### src/rtl/sdram_defines.sv
// Shared SDRAM definitions: command encodings, init-sequencer state encoding and address bit positions.
// The SDRAM controller imports this package too.
package sdram_defines;

  // Command word layout is {cs_n, ras_n, cas_n, we_n}
  localparam logic [3:0] CMD_NOP          = 4'b0111;
  localparam logic [3:0] CMD_PRECHARGE    = 4'b0010;
  localparam logic [3:0] CMD_AUTO_REFRESH = 4'b0001;
  localparam logic [3:0] CMD_LOAD_MODE    = 4'b0000;

  // A10 selects all banks on PRECHARGE
  localparam int A10_BIT = 10;

  typedef enum logic [3:0] {
    ST_WAIT_LOCK,
    ST_POWERUP,
    ST_PRECHARGE,
    ST_WAIT_RP,
    ST_REFRESH,
    ST_WAIT_RFC,
    ST_LOAD_MODE,
    ST_WAIT_MRD,
    ST_DONE
  } init_state_t;

endpackage

### src/rtl/sdram_init_seq.sv
// SDRAM power-up initialisation sequencer: CKE/NOP wait, precharge-all, auto refreshes, mode register load.
// All outputs are registered and are decoded from the state being entered, so they always match the current state.
module sdram_init_seq
  import sdram_defines::*;
#(
  parameter int          POWERUP_CYCLES = 20000,
  parameter int          T_RP           = 2,
  parameter int          T_RFC          = 7,
  parameter int          T_MRD          = 2,
  parameter int          REFRESH_COUNT  = 2,
  parameter logic [11:0] MODE_REG       = 12'h032
) (
  input  logic        clk,
  input  logic        rst,
  input  logic        locked,
  output logic        sd_cke,
  output logic [3:0]  sd_cmd,
  output logic [11:0] sd_addr,
  output logic [1:0]  sd_ba,
  output logic        init_done
);

  localparam int MAX_A  = (POWERUP_CYCLES > T_RP) ? POWERUP_CYCLES : T_RP;
  localparam int MAX_B  = (T_RFC > T_MRD) ? T_RFC : T_MRD;
  localparam int MAX_D  = (MAX_A > MAX_B) ? MAX_A : MAX_B;
  localparam int CW     = $clog2(MAX_D) + 1;
  localparam int RW     = $clog2(REFRESH_COUNT) + 1;

  // Wait states last T-1 cycles, so a counter loaded with T-2 expires on its last cycle
  localparam logic [CW-1:0] PU_LOAD  = CW'(POWERUP_CYCLES - 1);
  localparam logic [CW-1:0] RP_LOAD  = CW'((T_RP  > 1) ? T_RP  - 2 : 0);
  localparam logic [CW-1:0] RFC_LOAD = CW'((T_RFC > 1) ? T_RFC - 2 : 0);
  localparam logic [CW-1:0] MRD_LOAD = CW'((T_MRD > 1) ? T_MRD - 2 : 0);
  localparam logic [RW-1:0] REF_TARGET = RW'(REFRESH_COUNT);

  init_state_t     state_q, state_d;
  logic [CW-1:0]   cnt_q, cnt_d;
  logic [RW-1:0]   ref_q, ref_d;
  logic [3:0]      cmd_d;
  logic [11:0]     addr_d;

  always_ff @(posedge clk) begin
    if (rst) begin
      state_q   <= ST_WAIT_LOCK;
      cnt_q     <= '0;
      ref_q     <= '0;
      sd_cke    <= 1'b0;
      sd_cmd    <= CMD_NOP;
      sd_addr   <= '0;
      sd_ba     <= '0;
      init_done <= 1'b0;
    end else begin
      state_q   <= state_d;
      cnt_q     <= cnt_d;
      ref_q     <= ref_d;
      sd_cke    <= (state_d != ST_WAIT_LOCK);
      sd_cmd    <= cmd_d;
      sd_addr   <= addr_d;
      sd_ba     <= '0;
      init_done <= (state_d == ST_DONE);
    end
  end

  always_comb begin
    state_d = state_q;
    cnt_d   = (cnt_q != '0) ? cnt_q - 1'b1 : '0;
    ref_d   = ref_q;
    if (state_q != ST_WAIT_LOCK && !locked) begin
      // Losing lock anywhere restarts the whole sequence, CKE included
      state_d = ST_WAIT_LOCK;
      cnt_d   = '0;
      ref_d   = '0;
    end else begin
      case (state_q)
        ST_WAIT_LOCK: begin
          cnt_d = '0;
          ref_d = '0;
          if (locked) begin
            state_d = ST_POWERUP;
            cnt_d   = PU_LOAD;
          end
        end
        ST_POWERUP: if (cnt_q == '0) state_d = ST_PRECHARGE;
        ST_PRECHARGE: begin
          if (T_RP > 1) begin
            state_d = ST_WAIT_RP;
            cnt_d   = RP_LOAD;
          end else begin
            state_d = ST_REFRESH;
          end
        end
        ST_WAIT_RP: if (cnt_q == '0) state_d = ST_REFRESH;
        ST_REFRESH: begin
          ref_d = ref_q + 1'b1;
          if (T_RFC > 1) begin
            state_d = ST_WAIT_RFC;
            cnt_d   = RFC_LOAD;
          end else if (ref_d >= REF_TARGET) begin
            state_d = ST_LOAD_MODE;
          end else begin
            state_d = ST_REFRESH;
          end
        end
        ST_WAIT_RFC: begin
          if (cnt_q == '0) state_d = (ref_q >= REF_TARGET) ? ST_LOAD_MODE : ST_REFRESH;
        end
        ST_LOAD_MODE: begin
          if (T_MRD > 1) begin
            state_d = ST_WAIT_MRD;
            cnt_d   = MRD_LOAD;
          end else begin
            state_d = ST_DONE;
          end
        end
        ST_WAIT_MRD: if (cnt_q == '0) state_d = ST_DONE;
        ST_DONE:     cnt_d = '0;
        default: begin
          state_d = ST_WAIT_LOCK;
          cnt_d   = '0;
          ref_d   = '0;
        end
      endcase
    end
  end

  always_comb begin
    cmd_d  = CMD_NOP;
    addr_d = '0;
    case (state_d)
      ST_PRECHARGE: begin
        cmd_d           = CMD_PRECHARGE;
        addr_d[A10_BIT] = 1'b1;
      end
      ST_REFRESH:   cmd_d = CMD_AUTO_REFRESH;
      ST_LOAD_MODE: begin
        cmd_d  = CMD_LOAD_MODE;
        addr_d = MODE_REG;
      end
      default: ;
    endcase
  end

endmodule

### config.mk
export PLATFORM = sky130hd
export DESIGN_NAME = sdram_init_seq
export DESIGN_NICKNAME = d
export VERILOG_FILES = /design/src/rtl/sdram_defines.sv /design/src/rtl/sdram_init_seq.sv
export SDC_FILE = /design/constraint.sdc
export NUM_CORES = 1
export LEC_CHECK = 0
export ABC_AREA = 1
export CAP_MARGIN = 5
export CELL_PAD_IN_SITES_DETAIL_PLACEMENT = 0
export CELL_PAD_IN_SITES_GLOBAL_PLACEMENT = 1
export CORE_MARGIN = 4
export CORE_UTILIZATION = 30
export DETAILED_ROUTE_END_ITERATION = 10
export GPL_TIMING_DRIVEN = 0
export MAX_ROUTING_LAYER = met4
export PLACE_DENSITY_LB_ADDON = 0.1
export SETUP_SLACK_MARGIN = 0.02
export SLEW_MARGIN = 20
export SYNTH_ARGS = -nofsm -noshare
export SYNTH_HDL_FRONTEND = slang
export SYNTH_SLANG_ARGS = --single-unit
export TNS_END_PERCENT = 100
### constraint.sdc
create_clock -name clk -period 4 [get_ports clk]
set_clock_uncertainty 0.15 [all_clocks]
set_input_delay 0.6 -clock clk [delete_from_list [all_inputs] [get_ports clk]]
set_output_delay 0.6 -clock clk [all_outputs]
set_load 0.01 [all_outputs]
==> results.md <==
- Status: finished clean
- Commonest non-fill, non-tap cell in the layout: nor2_1
- Routed WL: 3032 um
- Hold Path Class: flop to flop
- Initial antenna violation count: 0
- Post-cts resize count: 0
- Die area: between 0.006 and 0.007 sq mm
- Post-cts hold buffer count: 0
- Largest net degree at the start of global routing: 11
- Initial Util: a little under a third
- CTS buffer count: 5
- Worst setup SP type: flop
- Flops & latches, synth: 29
- Setup WS post-layout: 2.005 ns
- Hpwl dp: approximately 2400 um
- Min Clock Period, post-route: about 2 ns
- Vias in the first global route: 1228
- VDD IR max: around 0.14 mV
- Layout filler cell count: between 500 and 600
- DRT iter0 DRCs: 36
- Gr usage total: 10.97%
- Overall Power: 0.9040 mW
- PwrDens: about 480 mW/mm^2
- Vias/cell: 4.126
- Placed Area: around 0.0018 sq mm
- Unrepaired setup endpoints after global routing: no
- Worst-path clk slew: 0.06 ns
- Area growth, synth to finish: 21.71%
- Avg WL per Cell: approximately 10 um
- Fmax: between 0.5 and 0.6 GHz
- WS Path Type: flop to output pin
- Hold depth: 1
- Clk buf depth: 2
- Worst flop-to-flop path endpoint: cnt_q[15]$_SDFF_PP0_
- Setup TNS: 0 ns
- Die height: 79.48 um
- Worst hold start: ref_q[0]$_SDFFE_PP0N_
- Maximum fanout along the worst path: 3
- FF-to-FF Start: cnt_q[0]$_SDFF_PP0_
- CTS tree: done
- Placed Cells: approximately 290
- Design area: roughly 0.0019 sq mm
- ANT nets after route: 0
- Vias: 1242
- Pre-CTS setup slack: 1.782 ns
- Synthesized instance count: between 200 and 250
- Clock Latency Late Sink: 0.27 ns
- Antenna cells: 0
- Syn. warnings: 0
- H-tree Lvls: 2
- Initial DRT Pass Iterations: 4
- Post-layout util: approximately two fifths
- Clock root cell: clkbuf_8
- Register-to-Register Path Depth: 9
- Num Clock Sinks: 29
- Final slew viol count: 0
- Std cell rows: 25
- Layout net count: approximately 240
- Setup crit end kind: output pin
- Reg2Reg Setup Slack: 2.23 ns
- P_leak: just under 0.9 nW
- First-pass GRT wire length: approximately 5300 um
- Worst hold endpoint: ref_q[0]$_SDFFE_PP0N_
- Post-route insts no fill: around 300
- Post-CTS Setup Bufs: 0
- Req. time, crit path: 3.25 ns
- Register area share after synthesis: between 30% and 40%
- I/O pin count: 23
- Fin crit share: between 40% and 50%
- Maxcap violations: 0
- CP arrival: 1.25 ns
- Drc violations: 0
- Share of layout cells above drive strength 1: 19.23%
- Total grt overflow: 0
- Syn Std Cell Area: roughly 0.0015 sq mm
- CORE AREA: about 0.0048 sq mm
- Fin Hold WS: between 0.2 and 0.3 ns
- Die extent in x: between 70 and 80 um
- Final setup violation count: 0
- Fin. Hold Viols: 0
- Count of cell types in the netlist: 28
- Mean Syn Cell Area: 7.477 sq um
- Input/output buffers: 11
- Most frequent cells in the layout: nor2_1 (36), nand2_1 (29), dfxtp_1 (29), inv_1 (27), buf_4 (13)
- RePlAce Congestion: ~0.8
cells by family (layout without fill, tap and decap cells):
family,count (synthesis),in the layout,share of synthesized area [%]
AO/OA/AOI/OAI,17,17,5.877
buffers and inverters,42,61,13.47
adder cells (fa/ha/maj),2,2,1.632
AND/OR/NAND/NOR,104,104,35.18
other,1,11,0.2447
flip-flops,29,29,37.88
XOR/XNOR,10,10,5.715
sequential cells by signal, summed over array words and instances (netlist names):
name / flops
cnt_q: 16
state_q: 4
sd_cke: 1
ref_q: 2
sd_cmd: 3
init_done: 1
sd_addr: 2
worst max-delay path, cell delays in order (launching register included):
cell and delay (ns):
dfxtp_1 0.34, buf_4 0.11, clkdlybuf4s50_1 0.52
report_power, final:
| group | leakage (nW) | switching (mW) | internal (mW) |
|---|---|---|---|
| sequential | 0.237 | 0.0192 | 0.316 |
| combinational | 0.590 | 0.191 | 0.112 |
| clock | 0.0542 | 0.110 | 0.155 |
cell usage after synthesis:
library cell / count / area share (%)
inv_2: 2 / 0.49
o21ai_0: 2 / 0.65
nand3_1: 6 / 2.0
nand4_1: 3 / 1.2
nor2_8: 1 / 1.3
a21oi_1: 11 / 3.6
dfxtp_1: 29 / 38
nand2_1: 29 / 7.1
nand3_4: 1 / 1.1
buf_4: 13 / 6.4
xnor2_1: 3 / 1.7
nor2_1: 36 / 8.8
nor3b_1: 2 / 0.98
nand3_2: 3 / 2.0
nor3_1: 4 / 1.3
nor2_4: 2 / 1.5
and3_1: 1 / 0.41
nor4_1: 1 / 0.41
o21ai_1: 1 / 0.33
xor2_1: 7 / 4.0
a31oi_1: 2 / 0.82
nand2_2: 5 / 2.0
o21a_1: 1 / 0.49
conb_1: 1 / 0.24
nor2_2: 7 / 2.9
ha_1: 2 / 1.6
inv_1: 27 / 6.6
nand2_4: 3 / 2.2
how the worst max path moves through the flow:
| stage | start | to | slack (ns) | depth (start not counted) |
|---|---|---|---|---|
| after floorplan | cnt_q[0]$_SDFF_PP0_ | sd_cmd[2]$_SDFF_PP1_ | 2.43 | 11 |
| after global placement | rst | cnt_q[13]$_SDFF_PP0_ | 1.79 | 6 |
| after detailed placement | rst | cnt_q[15]$_SDFF_PP0_ | 1.78 | 6 |
| after CTS | sd_addr[5]$_SDFF_PP0_ | sd_addr[5] | 1.98 | 2 |
| after global routing | sd_addr[5]$_SDFF_PP0_ | sd_addr[4] | 1.93 | 2 |
| final | sd_addr[5]$_SDFF_PP0_ | sd_addr[5] | 2.00 | 2 |
metal layers:
layer,track usage (%),wire [um],vias up
met4,4.811,58,0
met2,18.20,1492,11
met5,-,0,-
li1,-,-,674
met3,3.612,100,6
met1,11.98,1380,551
final cells by class:
cell class | count | area [sq um] | area share [%]
plain buffers | 13 | 97.59 | 5.231
clock buffers | 7 | 96.34 | 5.164
clock inverters | 1 | 5.005 | 0.2683
inverters | 29 | 108.9 | 5.835
multi-input cells | 144 | 783.3 | 41.99
flip-flops and latches | 29 | 580.6 | 31.12
well taps | 67 | 83.83 | 4.494
repair buffers | 11 | 110.1 | 5.902
Power figures use the tool's default switching activity.
==> RTL change (config.mk and constraints unchanged) <==
Reset style: asynchronous (`rst`), changed in one clocked block.
--- a/src/rtl/sdram_init_seq.sv
+++ b/src/rtl/sdram_init_seq.sv
@@ -39,7 +39,7 @@
   logic [3:0]      cmd_d;
   logic [11:0]     addr_d;
 
-  always_ff @(posedge clk) begin
+  always_ff @(posedge clk or posedge rst) begin
     if (rst) begin
       state_q   <= ST_WAIT_LOCK;
       cnt_q     <= '0;
Formal check against the unedited RTL: differs if rst is asserted again (counterexample within 4 cycles, from zero or initial values and one cycle with rst high); with rst held inactive, the same outputs for 10 cycles.
==> RTL change against the original RTL <==
- final area increased by 9.0%
- setup slack got worse by 75 ps
- count of clock-buffer cells in the layout unchanged
- sequential share of layout area is 4.8 points higher
- register-to-register slack worse by 70 ps
- global-route usage is 0.57 points higher
- core utilization fell by 1.6 points
- wire length rose by 16%
- worst hold slack better by 22 ps
- largest cell class unchanged
- sequential cell count stayed put
- synthesized area is 11% higher
- critical path type unchanged
Power is not compared: it rests on default switching activity, and its combinational part moved more than twofold at a synthesized area within 25%.
==> RTL change: results (changes against the original RTL) <==
Clock network
The post-CTS repair timing setup buffer count is 0 (unchanged). The register clock-pin slew on the reported worst setup and hold paths is 60 ps (about the same). The number of levels the H-tree was split into is 2 (unchanged). The quantity of gates resized following cts is 0 (unchanged).

Synth
The post-synthesis cell type count is 29 (+3.6%). By area, the combinational part of the netlist is dominated by simple AND/OR/NAND/NOR gates. In the post-synthesis netlist, the biggest area contributors are sky130_fd_sc_hd__dfrtp_1 38%, sky130_fd_sc_hd__nand2_1 7.5%, sky130_fd_sc_hd__nor2_1 6.9%. The area share of fa/ha/maj cells after synthesis is 0.0148 (-0.00156).

The XOR/XNOR share of the synthesized area is 0.0517 (-0.00544). The sequential share of the synthesized area is 0.431 (+0.0518). The multiplexer area fraction after synthesis is 0 (unchanged).

The async set-reset flop share out of synthesis was 1.00 (+1.00). Ranked by instance count, the synthesized netlist is headed by 34 x sky130_fd_sc_hd__nand2_1, 31 x sky130_fd_sc_hd__nor2_1, 26 x sky130_fd_sc_hd__dfrtp_1, 26 x sky130_fd_sc_hd__inv_1, 13 x sky130_fd_sc_hd__buf_4. The post-synthesis compound-gate area fraction is 0.0827 (+0.0239).

Layout
The largest registers in the layout are cnt_q x16, state_q x4, sd_cmd x3. The final-layout fill cell count is 583 (+12%). The fraction of final layout cells sized beyond drive strength 1 is 0.215 (+0.0229). The number of inserted diodes came to 0 (unchanged).

The net count of the finished layout is 241 (+1.3%).

Worst setup path
The depth of the worst register-to-register path came to 11 (+2). The largest individual stage delay along the critical path comes from the cell sky130_fd_sc_hd__clkdlybuf4s50_1. The data arrival time at the worst-slack endpoint was 1320 ps (+70 ps).

The worst-path maximum fanout is 1 (-2).

Routing
The detailed-route vias per instance is 4.15 (+0.63%). The routed wirelength normalized by instance count is 11.4 um (+13%). The number of violations reported at the end of detailed-routing iteration 0 is 43 (+19%).

Global routing
The first-pass GRT wire length is 6250 um (+17%). The global-route usage over all layers was 0.115 (+0.00572). The number of global-route vias before repair is 1345 (+9.5%).

The maximum number of pins on one net before global-route repair came to 30 (+19).

Placement
The minimum setup slack after placement is 1800 ps (+16.7 ps). The post-DP HPWL came to 2660 um (+9.8%). The placer congestion estimate is 0.732 (-8.8%).

Status
The run finished with clean final reports.
[RTL change: final timing paths]
path	from	endpoint	slack, ps
min reg2reg	cnt_q[0]$_DFF_PP0_	cnt_q[0]$_DFF_PP0_	320
max in group asynchronous	rst	cnt_q[0]$_DFF_PP0_	2710
min	cnt_q[0]$_DFF_PP0_	cnt_q[0]$_DFF_PP0_	320
max	sd_cmd[0]$_DFF_PP1_	sd_cmd[0]	1930
max reg2reg	cnt_q[0]$_DFF_PP0_	sd_cmd[2]$_DFF_PP1_	2160
min in group asynchronous	rst	cnt_q[15]$_DFF_PP0_	580
[RTL change: metrics by stage]
stage / hold WS [ps] / instances / instance area (um^2)
after floorplan: 287 / 218 / 1730
after global placement: 316 / 301 / 1930
after detailed placement: 323 / 301 / 1930
after CTS: 336 / 309 / 2030
after global routing: 374 / 309 / 2030
final: 321 / 309 / 2030
[RTL change: power breakdown]
part           internal [uW]  switching (uW)
clock                    155             112
combinational            224             384
sequential               374            82.5
total                    753             579
[RTL change: routing by layer]
metal / vias up / GRT usage / wire length [um]
met2: 11 / 0.183 / 1750
met4: 0 / 0.0357 / 21
met3: 2 / 0.0278 / 78
met1: 590 / 0.146 / 1670
li1: 680 / - / -
met5: - / - / 0
[RTL change: layout make-up]
type | instances | area (um^2) | share of cell area
multi-input combinational | 145 | 781 | 0.384
sequential | 29 | 729 | 0.359
inverter | 30 | 113 | 0.0554
timing repair buffer | 11 | 110 | 0.0542
buffer | 14 | 109 | 0.0535
clock buffer | 7 | 96.3 | 0.0474
tap | 72 | 90.1 | 0.0443
clock inverter | 1 | 5.00 | 0.00246
